[src/rtl/board_io_tester.sv]
`default_nettype none
// ============================================================================
// Module   : board_io_tester
// Function : Debounced-key controlled test pattern engine for expansion IO
// Revision : 1.0 - initial release
// ============================================================================
module board_io_tester #(
  parameter int N_IO      = 68,
  parameter int STEP_DIV  = 50_000_000,
  parameter int DB_CYCLES = 1_000_000
) (
  input  logic            i_clk,
  input  logic            i_rst,
  input  logic [3:0]      i_key,
  output logic [N_IO-1:0] o_io,
  output logic [3:0]      o_led,
  output logic [1:0]      o_mode,
  output logic            o_step
);

  localparam int TW = $clog2(STEP_DIV);
  localparam int DW = $clog2(DB_CYCLES);
  localparam logic [TW-1:0]   c_TICK_LAST = TW'(STEP_DIV - 1);
  localparam logic [DW-1:0]   c_DB_LAST   = DW'(DB_CYCLES - 1);
  localparam logic [1:0]      c_ALT       = 2'd0;
  localparam logic [1:0]      c_WALK      = 2'd1;
  localparam logic [1:0]      c_COUNT     = 2'd2;
  localparam logic [1:0]      c_ALL       = 2'd3;
  localparam logic [N_IO-1:0] c_ODD_BITS  = N_IO'({(N_IO/2 + 1){2'b10}});

  logic [TW-1:0]   r_tick_cnt;
  logic            r_step;
  logic [3:0]      r_sync1;
  logic [3:0]      r_sync2;
  logic [3:0]      r_db;
  logic [3:0]      r_db_q;
  logic [3:0]      r_ev;
  logic [DW-1:0]   r_db_cnt [4];
  logic [1:0]      r_mode;
  logic            r_run;
  logic            r_hb;
  logic [N_IO-1:0] r_state;
  logic [N_IO-1:0] r_io;
  logic [1:0]      r_mode_q;
  logic [3:0]      r_led;

  logic [1:0]      w_mode_nxt;
  logic            w_clear;
  logic            w_adv;
  logic [N_IO-1:0] w_adv_val;
  logic [N_IO-1:0] w_state_nxt;
  logic [N_IO-1:0] w_io_nxt;

  always_ff @(posedge i_clk) begin
    if (i_rst) begin
      r_tick_cnt <= '0;
      r_step     <= 1'b0;
    end else begin
      r_step     <= (r_tick_cnt == c_TICK_LAST);
      r_tick_cnt <= (r_tick_cnt == c_TICK_LAST) ? '0 : r_tick_cnt + 1'b1;
    end
  end

  // Event fires one cycle after the debounced level falls, off a delayed copy.
  always_ff @(posedge i_clk) begin
    if (i_rst) begin
      r_sync1 <= '1;
      r_sync2 <= '1;
      r_db    <= '1;
      r_db_q  <= '1;
      r_ev    <= '0;
      for (int k = 0; k < 4; k++) r_db_cnt[k] <= '0;
    end else begin
      r_sync1 <= i_key;
      r_sync2 <= r_sync1;
      r_db_q  <= r_db;
      r_ev    <= r_db_q & ~r_db;
      for (int k = 0; k < 4; k++) begin
        if (r_sync2[k] == r_db[k]) begin
          r_db_cnt[k] <= '0;
        end else if (r_db_cnt[k] == c_DB_LAST) begin
          r_db[k]     <= r_sync2[k];
          r_db_cnt[k] <= '0;
        end else begin
          r_db_cnt[k] <= r_db_cnt[k] + 1'b1;
        end
      end
    end
  end

  always_comb begin
    w_mode_nxt = r_ev[0] ? r_mode + 2'd1 : r_mode;
    w_clear    = r_ev[0] | r_ev[3];
    w_adv      = (r_run & r_step) | (~r_run & r_ev[2]);
    w_adv_val  = r_state;
    case (r_mode)
      c_WALK:  w_adv_val = {r_state[N_IO-2:0], r_state[N_IO-1]};
      c_COUNT: w_adv_val = r_state + 1'b1;
      default: w_adv_val[0] = ~r_state[0];
    endcase
    // A clear always beats an advance landing in the same cycle.
    w_state_nxt = r_state;
    if (w_clear) begin
      w_state_nxt = (w_mode_nxt == c_WALK) ? N_IO'(1) : '0;
    end else if (w_adv) begin
      w_state_nxt = w_adv_val;
    end
  end

  always_comb begin
    case (r_mode)
      c_ALT:   w_io_nxt = r_state[0] ? ~c_ODD_BITS : c_ODD_BITS;
      c_ALL:   w_io_nxt = {N_IO{r_state[0]}};
      default: w_io_nxt = r_state;
    endcase
  end

  always_ff @(posedge i_clk) begin
    if (i_rst) begin
      r_mode   <= c_ALT;
      r_run    <= 1'b1;
      r_hb     <= 1'b0;
      r_state  <= '0;
      r_io     <= '0;
      r_mode_q <= '0;
      r_led    <= '0;
    end else begin
      r_mode   <= w_mode_nxt;
      r_state  <= w_state_nxt;
      if (r_ev[1]) r_run <= ~r_run;
      if (r_step)  r_hb  <= ~r_hb;
      r_io     <= w_io_nxt;
      r_mode_q <= r_mode;
      r_led    <= {r_hb, r_run, r_mode};
    end
  end

  assign o_io   = r_io;
  assign o_led  = r_led;
  assign o_mode = r_mode_q;
  assign o_step = r_step;

endmodule
`default_nettype wire

[config.mk]
export PLATFORM = sky130hd
export DESIGN_NAME = board_io_tester
export DESIGN_NICKNAME = d
export VERILOG_FILES = /design/src/rtl/board_io_tester.sv
export SDC_FILE = /design/constraint.sdc
export NUM_CORES = 1
export LEC_CHECK = 0
export ABC_AREA = 1
export ABC_CLOCK_PERIOD_IN_PS = 2400
export CAP_MARGIN = 25
export CELL_PAD_IN_SITES_DETAIL_PLACEMENT = 2
export CELL_PAD_IN_SITES_GLOBAL_PLACEMENT = 2
export CORE_MARGIN = 2
export CORE_UTILIZATION = 35
export DETAILED_ROUTE_END_ITERATION = 16
export PLACE_DENSITY = 0.91
export REMOVE_ABC_BUFFERS = 1
export SLEW_MARGIN = 15
export SYNTH_ARGS = -nofsm -noshare
export SYNTH_HDL_FRONTEND = slang
export SYNTH_SLANG_ARGS = --single-unit
[constraint.sdc]
create_clock -name i_clk -period 2.4 [get_ports i_clk]
set_input_delay 0.72 -clock i_clk [delete_from_list [all_inputs] [get_ports i_clk]]
set_output_delay 0.72 -clock i_clk [all_outputs]
set_load 0.02 [all_outputs]
==> results of run 1 <==
[metrics by stage]
stage / power [W] / TNS [ns]
after floorplan: 0.00513 / -171.20
after global placement: 0.00530 / 0
after detailed placement: 0.00533 / 0
after CTS: 0.0104 / 0
after global routing: 0.0107 / -0.718
final: 0.0103 / 0
[flip-flops by register name, summed over array words and instances (netlist names)]
signal,flops
r_db_cnt,80
r_tick_cnt,26
o_step,1
o_io,68
r_hb,1
r_db_q,4
r_sync1,4
o_mode,1
r_sync2,4
r_ev,4
r_db,4
r_run,1
r_state,68
r_mode,2
o_led,3
[synth_stat cells (all sizes together) (17+ instances only)]
cell,instances
inv,161
nor3,66
dfxtp,191
nand4,36
xnor2,17
nand3,74
nor2,292
buf,30
edfxtp,80
or2,24
o21ai,44
clkbuf,43
nand2,522
xor2,33
a21oi,217
o211ai,31
[cell type report]
class	count	area, um2
fillers	4624	22600
multi-input cells	1501	7220
flip-flops and latches	271	6230
repair buffers	125	1200
clock buffers	47	992
well taps	525	657
inverters	164	617
clock inverters	13	77.6
[repair_timing]
action | in CTS | in global routing
pin swaps | 0 | 2
endpoints found under the setup margin | 1 | 3
setup buffers | 0 | 3
gates cloned | 0 | 1
gates resized for setup | 1 | 5
hold buffers | 0 | 0
[logic make-up (layout without fill, tap and decap cells)]
| family | after synthesis | after routing | share of synthesized area [%] |
|---|---|---|---|
| xor gates and xnor gates | 50 | 50 | 3.12 |
| other | 1 | 80 | 0.0267 |
| adders and majority gates | 10 | 10 | 0.891 |
| DFF | 271 | 271 | 44.3 |
| AOI/OAI and AO/OA | 304 | 304 | 11.6 |
| and+or+nand+nor | 1057 | 1057 | 33.4 |
| buffers and inverters | 237 | 349 | 6.59 |
[layer usage]
| metal | part of all wire (%) | routed length (um) |
|---|---|---|
| met3 | 3.2 | 1700 |
| met2 | 53 | 28300 |
| met1 | 40 | 21200 |
| met5 | 0 | 0 |
| met4 | 3.9 | 2070 |
[worst paths after layout]
path	endpoint	slack (ns)
worst max-delay path	r_db_cnt[0][16]	0.004
worst min-delay path	r_sync2[1]	0.42
worst max register to register	r_db_cnt[0][16]	0.004
worst min register to register	r_sync2[1]	0.42
[power groups by stage]
stage | logic (W) | clock network, W | registers, W
2_1_floorplan | 0.000133 | 0 | 0.00500
3_3_place_gp | 0.000321 | 0 | 0.00498
3_5_place_dp | 0.000339 | 0 | 0.00499
4_1_cts | 0.000346 | 0.00516 | 0.00489
5_1_grt | 0.000394 | 0.00537 | 0.00490
6_report | 0.000358 | 0.00508 | 0.00489
==> summary.txt, run 1 <==
Outcome
  • Status: completed

Route
  • Routed via count: 13900
  • Pre-antenna DRT Iters: 5
  • DR iter-0 viols: 650
  • Vias per cell: 5.26
  • Final ANT Viol Nets: 0
  • Avg WL per Cell: 20.1 um
  • Final WL: 53200 um
  • Number of remaining DRC errors: 0

Setup path
  • Setup crit end kind: register
  • CP Buf/Inv Count: 1
  • Worst r2r src: r_db_cnt[0][0]
  • Critical Path Stages: 12
  • CP cell instances: ha_1 -> nand2_1 -> inv_1 -> nand2_1 -> nor2_2 -> nand3_1 -> nor2_1 -> nand3_2 -> nor3_1 -> nand2_1 -> nand3_1 -> nor2_1
  • Worst reg-to-reg path cell count: 12
  • CP max stage cell: edfxtp_1
  • Max FO, Critical Path: 5
  • Largest stage delay, worst path: 0.38 ns
  • Most frequent cell on the critical path: nand2_1
  • Crit Path Class: reg -> reg
  • Required time worst endpoint: 2.71 ns
  • Top delay family on crit path: simple AND/OR/NAND/NOR gates
  • Startpoint Class: register
  • Worst Setup SP: r_db_cnt[0][0]
  • Critical path arrival: 2.70 ns

CTS
  • Worst-Skew Late Latency: 0.57 ns
  • Clock Pin Slew Worst Setup and Hold Paths: 0.06 ns
  • Longest Clk Path Bufs: 3
  • # clock sinks: 271
  • CTS Root Cell: clkbuf_16
  • CTS Buf Count: 34
  • CTS tree: built
  • H-Tree Depth: 2

STA
  • Slew margin rel.: 47.3%
  • F_max: 417 MHz
  • Setup violations, final: 0
  • Worst Skew: 0.0249 ns
  • Period utilisation layout: 99.8%
  • PnR worst setup slack: 0.00373 ns
  • Worst-margin pin slew: 0.790 ns
  • Hold Violations, Final: 0
  • Max Slew Vio Count: 0
  • Hold WS: 0.416 ns
  • Fin crit period: 2.40 ns

Synthesis
  • Post-synth cell types: 45
  • Ys async rst share: 0%
  • Cell count after synthesis: 1930
  • Syn. warnings: 0
  • Mapped Avg Cell Area: 7.28 um2
  • Top_reg_cell synth: dfxtp_1
  • Synth top area cells: dfxtp_1 (27%), edfxtp_1 (17%), nand2_1 (14%), a21oi_1 (7.6%), nor2_1 (6.9%)
  • Cell Area, Synth: 14000 um2
  • Number of synthesized flops with an enable pin: 80
  • Area leader, netlist: dfxtp_1
  • Synth top area share: 27.2%
  • Register bit count reported by yosys: 271
  • Register area share after synthesis: 44.3%

Pwr
  • Comb power frac: 3.5%
  • Leakage power total: 5.86 nW
  • Clk pwr share: 49.2%
  • PD cells: 608 nW/um2
  • Sw Ratio: 24.2%
  • Flop pwr share: 47.4%
  • Int Pwr: 0.00783 W
  • Net Sw Power: 0.00250 W
  • Max VDD drop: 0.000688 V

Place
  • Place WS: 0.109 ns
  • Placed cell count: 2582
  • Gp weighted congestion: 0.924
  • Port-buffer cells: 80
  • Placed cell area: 15900 um2
  • DP HPWL: 36400 um

Die
  • Top-Level Pins: 81
  • Core Region: 39600 um2
  • Die height: 204 um
  • DIE WIDTH: 204 um
  • DIE AREA: 41800 um2
  • Initial Util: 35.4%
  • # rows: 73

Finish
  • Diodes inserted: 0
  • Most frequent cells in the layout: nand2_1 (508), nor2_1 (259), a21oi_1 (214), dfxtp_1 (191), inv_1 (155)
  • Final Cell Area: 17000 um2
  • Final non-filler cell total: 2646
  • Layout cell share with drive strength beyond 1: 8.86%
  • Area Growth Syn to Fin: 21.0%
  • Most common cell after layout, fill and taps aside: nand2_1
  • Total Nets Final: 2113
  • Util after Layout: 42.9%

GRT
  • Total GRT Usage: 25.3%
  • First-pass GRT wire length: 84000 um
  • Antenna violations before repair: 0
  • Largest net degree at the start of global routing: 158
  • Met1 track demand over resource: 28.3%
  • GR met2 Demand/Resource: 47.8%
  • Global route overflow: 0
  • Global Route met3 Usage: 3.35%
  • Global route hottest layer: met2
  • Vias in the first global route: 15600

Worst hold path
  • Min-Delay Path Class: reg -> reg
  • Hold_sp: r_sync1[1]
  • Hold Path Depth: 1

Run
  • Max cap viols: 0
Note: power is estimated with default switching activity, not from simulation.
==> run 2, diff against run 1 <==
Settings changed: CORE_MARGIN 2 to default, GPL_TIMING_DRIVEN from default to 0, SKIP_LAST_GASP from default to 1.
==> run 2 against run 1 <==
Against the previous run:
- critical endpoint is now r_state[4]
- critical path type unchanged
- wire length grew 4.7%
- combinational power is essentially flat
- first-iteration DRC count rose by 1.5%
- the run now ends with negative setup slack left
- clock power is 4.3% higher
==> summary.txt, run 2 (same netlist as run 1, synthesis figures left out) <==
GRT
  • Vias in the first global route: 15700 (was 15600)
  • Largest net degree at the start of global routing: 81 (was 158)
  • Antenna violations before repair: 0 (unchanged)
  • Total GRT Usage: 27.0% (was 25.3%)
  • Global route overflow: 0 (unchanged)
  • First-pass GRT wire length: 87700 um (was 84000 um)

Route
  • Pre-antenna DRT Iters: 4 (was 5)
  • Number of remaining DRC errors: 0 (unchanged)
  • DR iter-0 viols: 660 (was 650)
  • Avg WL per Cell: 21.2 um (was 20.1 um)
  • Final ANT Viol Nets: 0 (unchanged)
  • Final WL: 55800 um (was 53200 um)
  • Vias per cell: 5.34 (was 5.26)
  • Routed via count: 14000 (was 13900)

CTS
  • Longest Clk Path Bufs: 3 (unchanged)
  • H-Tree Depth: 2 (unchanged)
  • CTS Buf Count: 35 (was 34)
  • Clock Pin Slew Worst Setup and Hold Paths: 0.07 ns (was 0.06 ns)
  • CTS Root Cell: clkbuf_16 (unchanged)
  • # clock sinks: 271 (unchanged)
  • Worst-Skew Late Latency: 0.57 ns (about the same)
  • # hold bufs at CTS: 0 (unchanged)
  • CTS tree: built (unchanged)

Worst hold path
  • Hold_sp: r_sync1[1] (unchanged)
  • Min-Delay Path Class: reg -> reg (unchanged)

STA
  • Fin crit period: 2.47 ns (was 2.40 ns)
  • Total negative slack: -0.0699 ns (was 0 ns)
  • Max Slew Vio Count: 0 (unchanged)
  • Worst-margin pin slew: 0.673 ns (was 0.790 ns)
  • Worst Skew: 0.0219 ns (was 0.0249 ns)
  • Setup violations, final: 1 (was 0)
  • Slew margin rel.: 54.8% (was 47.3%)
  • Hold Violations, Final: 0 (unchanged)
  • F_max: 405 MHz (was 417 MHz)
  • Period utilisation layout: 103% (was 99.8%)
  • PnR worst setup slack: -0.0699 ns (was 0.00373 ns)
  • RSZ-0062 raised after global routing: true

Die
  • DIE WIDTH: 202 um (was 204 um)
  • Initial Util: 35.4% (unchanged)
  • Core Region: 39600 um2 (unchanged)
  • Top-Level Pins: 81 (unchanged)
  • Die height: 202 um (was 204 um)
  • DIE AREA: 40900 um2 (was 41800 um2)
  • # rows: 73 (unchanged)

Run
  • Max cap viols: 0 (unchanged)

Finish
  • Diodes inserted: 0 (unchanged)
  • Most frequent cells in the layout: nand2_1 (502), nor2_1 (257), a21oi_1 (213), dfxtp_1 (190), inv_1 (154) (was nand2_1 (508), nor2_1 (259), a21oi_1 (214), dfxtp_1 (191), inv_1 (155))
  • Area Growth Syn to Fin: 22.0% (was 21.0%)
  • Layout cell share with drive strength beyond 1: 8.93% (was 8.86%)
  • Number of flip-flops in the largest register: 80 (unchanged)
  • Most common cell after layout, fill and taps aside: nand2_1 (unchanged)
  • Top reg by flops: r_db_cnt (unchanged)
  • Total Nets Final: 2097 (was 2113)

Outcome
  • Status: complete, but fails checks (was completed)
  • Violated checks: negative setup slack

Setup path
  • Worst r2r src: r_mode[0] (was r_db_cnt[0][0])
  • Critical path arrival: 2.91 ns (was 2.70 ns)
  • Reg2Reg Setup Slack: -0.07 ns (was 0.004 ns)
  • Crit Path Class: reg -> reg (unchanged)
  • Required time worst endpoint: 2.84 ns (was 2.71 ns)
  • Setup crit end kind: register (unchanged)
  • Worst Setup EP: r_state[4] (was r_db_cnt[0][16])
  • Worst reg-to-reg path cell count: 10 (was 12)
  • Max FO, Critical Path: 29 (was 5)
  • Startpoint Class: register (unchanged)
  • Worst Setup SP: r_mode[0] (was r_db_cnt[0][0])
  • R2R Path End: r_state[4] (was r_db_cnt[0][16])

Pwr
  • Flop pwr share: 46.4% (was 47.4%)
  • Net Sw Power: 0.00254 W (was 0.00250 W)
  • Comb power frac: 3.4% (was 3.5%)
  • Leakage power total: 5.87 nW (was 5.86 nW)
  • Clk pwr share: 50.2% (was 49.2%)
  • Max VDD drop: 0.000429 V (was 0.000688 V)
  • PD cells: 616 nW/um2 (was 608 nW/um2)
  • Sw Ratio: 24.1% (was 24.2%)
  • Int Pwr: 0.00801 W (was 0.00783 W)

Place
  • Place WS: -0.986 ns (was 0.109 ns)
  • Gp weighted congestion: 0.859 (was 0.924)
  • DP HPWL: 35200 um (was 36400 um)
  • Port-buffer cells: 80 (unchanged)
-- run 2: cell count changes in the layout (fill, tap and decap cells not counted), sizes merged --
cell,previous run,this run
clkbuf,48,53
nand2,522,524
clkinv,12,7
dlymetal6s2s,0,1
dlygate4sd2,1,0
bufbuf,0,1
buf,45,26
-- run 2: worst min path at each step --
stage,end,slack [ns],depth (start not counted)
finish,r_sync2[1],0.43,1
global route,r_sync2[1],0.46,1
CTS,r_sync2[1],0.43,1
detailed placement,r_sync2[1],0.42,1
global placement,r_ev[0],0.40,2
floorplan,r_sync2[0],0.39,1
-- run 2: final cells by class --
cell class	count	area [um2]
flip-flops and latches	271	6230
repair buffers	106	1170
fillers	4590	22500
clock buffers	53	1070
clock inverters	8	66.3
well taps	525	657
inverters	164	623
multi-input cells	1503	7330
-- run 2: critical path, stage by stage (launching register included) --
cell     delay (ns)
dfxtp_1        0.37
inv_1          0.25
ha_4           0.21
buf_6          0.24
buf_16         0.24
inv_4          0.14
o21ai_0        0.37
xnor2_1        0.17
nor2_1         0.07
a21oi_1        0.18
nor2_1         0.08
-- run 2: metal layers --
layer / global-route usage (%) / up-vias / share of wire [%]
li1: - / 6578 / -
met1: 29.8 / 7007 / 40
met2: 49.2 / 305 / 51
met3: 4.43 / 155 / 3.7
met4: 14.6 / 0 / 4.7
met5: 0 / - / 0
-- run 2: repair_timing --
item                       4_1_cts  5_1_grt
cloned                           3        0
setup buffers                    6        8
setup endpoints to repair      203       52
pin swaps                        2        4
resized for setup               14       14
-- run 2: stage by stage --
step	instance area (um2)	instances	util, %	hold WS (ns)	power, W
after floorplan	14000	1936	-	0.389	0.00513
after global placement	15500	2541	39.1	0.401	0.00530
after detailed placement	15700	2552	39.6	0.417	0.00532
after CTS	17000	2622	42.9	0.431	0.0106
after global routing	17100	2630	43.2	0.461	0.0109
final	17100	2630	43.2	0.428	0.0106
-- run 2: power by group through the flow --
| stage | clock network [W] | registers (W) | logic [W] |
|---|---|---|---|
| global placement | 0 | 0.00497 | 0.000328 |
| floorplan | 0 | 0.00500 | 0.000133 |
| global route | 0.00558 | 0.00490 | 0.000394 |
| CTS | 0.00537 | 0.00489 | 0.000343 |
| finish | 0.00530 | 0.00489 | 0.000360 |
| detailed placement | 0 | 0.00499 | 0.000334 |
